**src/rtl/poly_mem_fill_ctrl_pkg.sv**
```systemverilog
// ============================================================================
// Module : poly_pkg
// Brief  : Shared state encoding and default sizes for the polynomial RAM
//          controllers.
// Rev    : 1.0  initial release
// ============================================================================
`default_nettype none

package poly_pkg;

    localparam int COEF_W_Q   = 13;
    localparam int N_COEF_DEF = 761;
    localparam int ADDR_W_DEF = 11;

    typedef enum logic [1:0] {
        ST_IDLE     = 2'd0,
        ST_WAIT_GNT = 2'd1,
        ST_FILL     = 2'd2,
        ST_DONE     = 2'd3
    } poly_state_e;

endpackage

`default_nettype wire

```
**src/rtl/poly_mem_fill_ctrl_if.sv**
```systemverilog
// ============================================================================
// Module : poly_mem_fill_ctrl_if
// Brief  : RAM write-port bundle between a fill controller and the port mux.
// Rev    : 1.0  initial release
// ============================================================================
`default_nettype none

interface poly_mem_fill_ctrl_if
    import poly_pkg::*;
#(
    parameter int ADDR_W = ADDR_W_DEF,
    parameter int COEF_W = COEF_W_Q
);
    logic              mem_req;
    logic              mem_we;
    logic              mem_gnt;
    logic [ADDR_W-1:0] mem_addr;
    logic [COEF_W-1:0] mem_wdata;

    modport master (output mem_req, mem_we, mem_addr, mem_wdata, input mem_gnt);
    modport slave  (input mem_req, mem_we, mem_addr, mem_wdata, output mem_gnt);
endinterface

`default_nettype wire

```
**src/rtl/poly_addr_cnt.sv**
```systemverilog
// ============================================================================
// Module : poly_addr_cnt
// Brief  : Loadable, enabled address up-counter that flags the terminal address.
// Rev    : 1.0  initial release
// ============================================================================
`default_nettype none

module poly_addr_cnt
    import poly_pkg::*;
#(
    parameter int ADDR_W = ADDR_W_DEF
) (
    input  wire logic              clk,
    input  wire logic              rst_n,
    input  wire logic              i_load,
    input  wire logic              i_en,
    input  wire logic [ADDR_W-1:0] i_start,
    input  wire logic [ADDR_W-1:0] i_end,
    output logic      [ADDR_W-1:0] o_addr,
    output logic                   o_last
);
    logic [ADDR_W-1:0] r_cnt;
    logic [ADDR_W-1:0] r_end;

    // Counting stops on the terminal address so it never runs past the range.
    always_ff @(posedge clk or negedge rst_n) begin
        if (!rst_n) begin
            r_cnt <= '0;
            r_end <= '0;
        end else if (i_load) begin
            r_cnt <= i_start;
            r_end <= i_end;
        end else if (i_en && !o_last) begin
            r_cnt <= r_cnt + ADDR_W'(1);
        end
    end

    assign o_addr = r_cnt;
    assign o_last = (r_cnt == r_end);

endmodule

`default_nettype wire

```
**src/rtl/poly_mem_fill_ctrl.sv**
```systemverilog
// ============================================================================
// Module : poly_mem_fill_ctrl
// Brief  : Writes a constant coefficient over an inclusive RAM address range.
// Rev    : 1.0  initial release
// ============================================================================
`default_nettype none

module poly_mem_fill_ctrl
    import poly_pkg::*;
#(
    parameter int COEF_W = COEF_W_Q,
    parameter int ADDR_W = ADDR_W_DEF,
    parameter int N_COEF = N_COEF_DEF
) (
    input  wire logic              clk,
    input  wire logic              rst_n,
    input  wire logic              start,
    input  wire logic              abort,
    input  wire logic [ADDR_W-1:0] start_addr,
    input  wire logic [ADDR_W-1:0] end_addr,
    input  wire logic [COEF_W-1:0] fill_val,
    poly_mem_fill_ctrl_if.master   mem,
    output logic                   busy,
    output logic                   done,
    output logic                   err
);
    poly_state_e       r_state;
    poly_state_e       w_next;
    logic [COEF_W-1:0] r_wdata;
    logic              r_err;
    logic [ADDR_W-1:0] w_addr;
    logic              w_last;
    logic              w_range_ok;
    logic              w_accept;
    logic              w_req;
    logic              w_we;

    assign w_range_ok = (start_addr <= end_addr) && (int'(end_addr) < N_COEF);
    assign w_accept   = (r_state == ST_IDLE) && start && w_range_ok;

    poly_addr_cnt #(
        .ADDR_W (ADDR_W)
    ) u_addr_cnt (
        .clk     (clk),
        .rst_n   (rst_n),
        .i_load  (w_accept),
        .i_en    ((r_state == ST_FILL) && w_we),
        .i_start (start_addr),
        .i_end   (end_addr),
        .o_addr  (w_addr),
        .o_last  (w_last)
    );

    always_ff @(posedge clk or negedge rst_n) begin
        if (!rst_n) begin
            r_state <= ST_IDLE;
        end else begin
            r_state <= w_next;
        end
    end

    // Rejected ranges are reported through the DONE pulse, so the flag lives until then.
    always_ff @(posedge clk or negedge rst_n) begin
        if (!rst_n) begin
            r_wdata <= '0;
            r_err   <= 1'b0;
        end else if (w_accept) begin
            r_wdata <= fill_val;
        end else if ((r_state == ST_IDLE) && start) begin
            r_err   <= 1'b1;
        end else if (r_state == ST_DONE) begin
            r_err   <= 1'b0;
        end
    end

    always_comb begin
        w_next = r_state;
        w_req  = 1'b0;
        w_we   = 1'b0;
        busy   = 1'b1;
        done   = 1'b0;
        err    = 1'b0;
        case (r_state)
            ST_IDLE: begin
                busy = 1'b0;
                if (start) begin
                    w_next = w_range_ok ? ST_WAIT_GNT : ST_DONE;
                end
            end
            ST_WAIT_GNT: begin
                w_req = 1'b1;
                if (abort) begin
                    w_next = ST_IDLE;
                end else if (mem.mem_gnt) begin
                    w_next = ST_FILL;
                end
            end
            ST_FILL: begin
                w_req = 1'b1;
                w_we  = mem.mem_gnt && !abort;
                if (abort) begin
                    w_next = ST_IDLE;
                end else if (w_we && w_last) begin
                    w_next = ST_DONE;
                end
            end
            ST_DONE: begin
                done   = 1'b1;
                err    = r_err;
                w_next = ST_IDLE;
            end
            default: begin
                w_next = ST_IDLE;
            end
        endcase
    end

    assign mem.mem_req   = w_req;
    assign mem.mem_we    = w_we;
    assign mem.mem_addr  = w_addr;
    assign mem.mem_wdata = r_wdata;

endmodule

`default_nettype wire

```
**src/flat_wrapper.sv**
```systemverilog
// flat-port wrapper written by rule: the top's interface ports become plain ports
module poly_mem_fill_ctrl_flat import poly_pkg::*;
#(
    parameter int COEF_W = COEF_W_Q,
    parameter int ADDR_W = ADDR_W_DEF,
    parameter int N_COEF = N_COEF_DEF
)
  (clk, rst_n, start, abort, start_addr, end_addr, fill_val, busy, done, err, mem_mem_req, mem_mem_we, mem_mem_addr, mem_mem_wdata, mem_mem_gnt);
  poly_mem_fill_ctrl_if #(.ADDR_W(ADDR_W), .COEF_W(COEF_W)) mem_i ();
  input  wire logic clk;
  input  wire logic rst_n;
  input  wire logic start;
  input  wire logic abort;
  input  wire logic [ADDR_W-1:0] start_addr;
  input  wire logic [ADDR_W-1:0] end_addr;
  input  wire logic [COEF_W-1:0] fill_val;
  output logic busy;
  output logic done;
  output logic err;
  output wire logic [$bits(mem_i.mem_req)-1:0] mem_mem_req;
  output wire logic [$bits(mem_i.mem_we)-1:0] mem_mem_we;
  output wire logic [$bits(mem_i.mem_addr)-1:0] mem_mem_addr;
  output wire logic [$bits(mem_i.mem_wdata)-1:0] mem_mem_wdata;
  input wire logic [$bits(mem_i.mem_gnt)-1:0] mem_mem_gnt;
  assign mem_mem_req = mem_i.mem_req;
  assign mem_mem_we = mem_i.mem_we;
  assign mem_mem_addr = mem_i.mem_addr;
  assign mem_mem_wdata = mem_i.mem_wdata;
  assign mem_i.mem_gnt = mem_mem_gnt;
  poly_mem_fill_ctrl #(.COEF_W(COEF_W), .ADDR_W(ADDR_W), .N_COEF(N_COEF)) u_core (.clk(clk), .rst_n(rst_n), .start(start), .abort(abort), .start_addr(start_addr), .end_addr(end_addr), .fill_val(fill_val), .mem(mem_i), .busy(busy), .done(done), .err(err));
endmodule
```
**config.mk**
```make
export PLATFORM = sky130hd
export DESIGN_NAME = poly_mem_fill_ctrl_flat
export DESIGN_NICKNAME = d
export VERILOG_FILES = /design/src/rtl/poly_mem_fill_ctrl_pkg.sv /design/src/rtl/poly_mem_fill_ctrl_if.sv /design/src/rtl/poly_addr_cnt.sv /design/src/rtl/poly_mem_fill_ctrl.sv /design/src/flat_wrapper.sv
export SDC_FILE = /design/constraint.sdc
export NUM_CORES = 1
export LEC_CHECK = 0
export ABC_AREA = 1
export CORE_ASPECT_RATIO = 1.75
export CORE_UTILIZATION = 45
export CTS_BUF_LIST = sky130_fd_sc_hd__clkbuf_8 sky130_fd_sc_hd__clkbuf_16
export DETAILED_ROUTE_END_ITERATION = 10
export PLACE_DENSITY_LB_ADDON = 0.12
export SLEW_MARGIN = 0
export SYNTH_ARGS = -nofsm -noshare
export SYNTH_HDL_FRONTEND = slang
export SYNTH_SLANG_ARGS = --single-unit
```
**constraint.sdc**
```tcl
create_clock -name clk -period 3.04 [get_ports clk]
set_input_delay 0.608 -clock clk [delete_from_list [all_inputs] [get_ports clk]]
set_output_delay 0.608 -clock clk [all_outputs]
set_load 0.05 [all_outputs]
```
==> out/qor.csv <==
stage,metric,value,unit
status,status,"finished, final reports clean",
pwr,power_frac_comb,55.7,%
logic_synthesis,yosysWarningCount,0,
sta,rsz0062_at_grt,no,
clock_network,cts_resized,0,
sta,timing.fmax,394,MHz
place,dp.cells,504,
logic_synthesis,syn_avg_cell_area,7.19,µm²
clock_network,numCtsBuffers,5,
clock_network,path_clk_slew,90,ps
logic_synthesis,ys.flop_type,dfrtp_1,
detailed_routing,first_pass_iters,6,
clock_network,cts_tree,done,
worst_setup_path,path_class,in2reg,
worst_setup_path,reg2reg_slack,1190,ps
finish,nets,492,
worst_setup_path,start_kind,input pin,
worst_setup_path,cp.arrival,2720,ps
place,dp_hpwl,5150,µm
place,port-buffer-count,68,
sta,drv_slew,0,
clock_network,clock_path_buffers,2,
pwr,max-vdd-ir-drop,0.761,mV
detailed_routing,routed_wl,6680,µm
sta,finalSetupViolations,0,
pwr,powerDensity,991,nW/µm²
global_route,grt_util_all_layers,23.4,%
clock_network,clkSinkCount,38,
floorplanning,core,5630,µm²
finish,syn2layout_area_growth,33.1,%
sta,relSlewSlack,42.9,%
min_path,hold_path_class,in2async,
logic_synthesis,synth_edf_count,0,
finish,final_cells,512,
worst_setup_path,required,3220,ps
pwr,power_frac_clock,15.5,%
sta,worst_hold_slack,404,ps
logic_synthesis,synth_seq_area_share,35.9,%
detailed_routing,wire_per_inst,13.1,µm
floorplanning,floorplan.initialDensity,47.0,%
worst_setup_path,crit_slowest_cell,clkdlybuf4s50_1,
global_route,antenna_found_initial,0,
worst_setup_path,path_max_fanout,25,
floorplanning,die_height,103,µm
sta,tns,0,ps
detailed_routing,antenna_left,0,
sta,hold_viol,0,
detailed_routing,drc,0,
clock_network,ctsHoldBuffers,0,
pwr,net-switching-power,1.71,mW
floorplanning,dieArea,6210,µm²
global_route,grt_pass1_vias,2351,
logic_synthesis,syn-cell-area,2650,µm²
pwr,p_leak,1.84,nW
clock_network,clkLatencyLatePin,300,ps
sta,finalCritPeriodShare,83.6,%
global_route,grt_max_degree,39,
finish,diodes,0,
logic_synthesis,ys_types,26,
worst_setup_path,cpPeakStageDelay,500,ps
logic_synthesis,synth_cells,368,
logic_synthesis,ys_ff_latch,38,
pwr,seq_power_share,28.7,%
finish,final_layout_size_suffix_gt1_share,9.86,%
place,gp_congestion,0.882,
detailed_routing,via_per_inst,4.86,
pwr,p_int,1.78,mW
pwr,switching_share,49.1,%
clock_network,post-cts-setup-buffer-count,0,
sta,finalClockSkew,9.90,ps
global_route,grt_pass1_wl,10800,µm
clock_network,root_buffer,clkbuf_8,
detailed_routing,drt_iter0_drc,98,
floorplanning,die_w,60.0,µm
sta,period_minus_slack,2540,ps
finish,num-fill-cells,517,
job,maxCapViolCount,0,
floorplanning,pin_count,69,
sta,worstMarginPinSlew,857,ps
worst_setup_path,critPathCaptureType,register,
floorplanning,std_cell_rows,36,
worst_setup_path,path_cells,"clkdlybuf4s50_1, inv_1, ha_1, nand2_1, inv_2, nand2_2, nor2_2, nand4_2, nand2_2, nand3_4, buf_4, nand2_1, nand3_1",
logic_synthesis,synth_nets,425,
logic_synthesis,synthArstFlopShare,100,%
pwr,power,3.49,mW
clock_network,htree_levels,2,
global_route,grt-ovfl-total,0,
detailed_routing,vias,2488,
## power groups by stage
stage	Clock, mW	Sequential (mW)	Combinational, mW
after floorplan	0	1.45	0.892
after global placement	0	1.01	1.92
after detailed placement	0	1.01	1.96
after CTS	0.552	1.00	1.96
after global routing	0.564	1.04	2.13
final	0.542	1.00	1.95
## worst paths after layout
| kind | startpoint | to | cells after the start |
|---|---|---|---|
| setup / recovery | end_addr[10] | u_core.u_addr_cnt.o_addr[7] | 13 |
| hold reg to reg | u_core.mem.mem_wdata[9] | u_core.mem.mem_wdata[9] | 2 |
| max in group asynchronous | rst_n | u_core.u_addr_cnt.o_addr[3] | 1 |
| hold / removal | rst_n | u_core.u_addr_cnt.r_end[7] | 1 |
| min in group clk | u_core.mem.mem_wdata[9] | u_core.mem.mem_wdata[9] | 2 |
| setup reg to reg | u_core.r_state[0] | u_core.u_addr_cnt.o_addr[0] | 10 |
## registers in the layout (all words and copies together) (netlist names)
register and cells:
u_core.mem.mem_wdata 13, u_core.u_addr_cnt.o_addr 11, u_core.u_addr_cnt.r_end 11, u_core.r_state 2
u_core.r_err 1
## cell type report
class	instances	area, µm²	area share (%)
clock inverters	2	60.1	1.70
inverters	59	224	6.36
multi-input cells	258	1380	39.0
clock buffers	6	82.6	2.34
flip-flops and latches	38	951	27.0
well taps	76	95.1	2.70
repair buffers	73	736	20.9
## layout by cell type, fill, tap and decap left out
cell type,n
nand2_2,13
buf_2,1
nor2_1,8
nor2_2,3
ha_1,17
clkbuf_8,6
nand4_2,1
o21ai_1,9
xor2_1,7
clkdlybuf4s50_1,66
inv_4,1
inv_2,5
a21oi_1,7
inv_1,53
nand2_1,131
buf_4,4
nor3_2,2
o21ai_0,4
nand4_1,13
nand3_1,31
dfrtp_1,38
xnor2_1,3
bufinv_16,2
nor3_1,5
nor3_4,1
nand3_4,2
buf_12,2
nand3b_1,1
## synthesized netlist by cell type, types with 3 or more instances
cell type / n / area (µm²)
a21oi_1: 7 / 35.0
o21ai_1: 9 / 45.0
buf_6: 4 / 45.0
dfrtp_1: 38 / 951
ha_1: 17 / 213
xnor2_1: 3 / 26.3
o21ai_0: 4 / 20.0
nor2_2: 3 / 18.8
nand3_1: 31 / 155
inv_2: 5 / 18.8
inv_1: 53 / 199
buf_2: 3 / 15.0
nor2_1: 8 / 30.0
nand2_1: 131 / 492
nor3_1: 5 / 25.0
buf_4: 4 / 30.0
nand4_1: 13 / 81.3
xor2_1: 7 / 61.3
nand2_2: 13 / 81.3
## critical path, delay by kind of cell
| kind | cells | cell delay [ps] |
|---|---|---|
| adders and majority gates | 1 | 290 |
| buffers and inverters | 4 | 920 |
| and+or+nand+nor | 8 | 900 |
## stage by stage
stage / area, µm² / util [%] / worst slack (ps)
final: 3520 / 62.6 / 500
after global routing: 3520 / 62.6 / 359
after CTS: 3520 / 62.6 / 513
after detailed placement: 3380 / 60.0 / 203
after global placement: 3380 / 60.0 / 261
after floorplan: 2650 / - / 1090
## cell families (layout without fill, tap and decap cells)
| group | Yosys count | count (layout) | share of synthesized area (%) |
|---|---|---|---|
| buf+inv | 72 | 140 | 12.1 |
| xor+xnor | 10 | 10 | 3.31 |
| fa+ha+maj | 17 | 17 | 8.03 |
| flops | 38 | 38 | 35.9 |
| simple gates | 211 | 211 | 36.8 |
| compound gates | 20 | 20 | 3.78 |
## per-layer routing
| layer | vias to the layer above | part of all wire (%) | GRT usage [%] |
|---|---|---|---|
| met5 | - | 0 | 0 |
| met4 | 0 | 3.6 | 10.6 |
| met3 | 15 | 4.2 | 3.98 |
| met2 | 75 | 53 | 43.0 |
| met1 | 1123 | 39 | 25.4 |
| li1 | 1275 | - | - |
(Power assumes the default switching activity.)
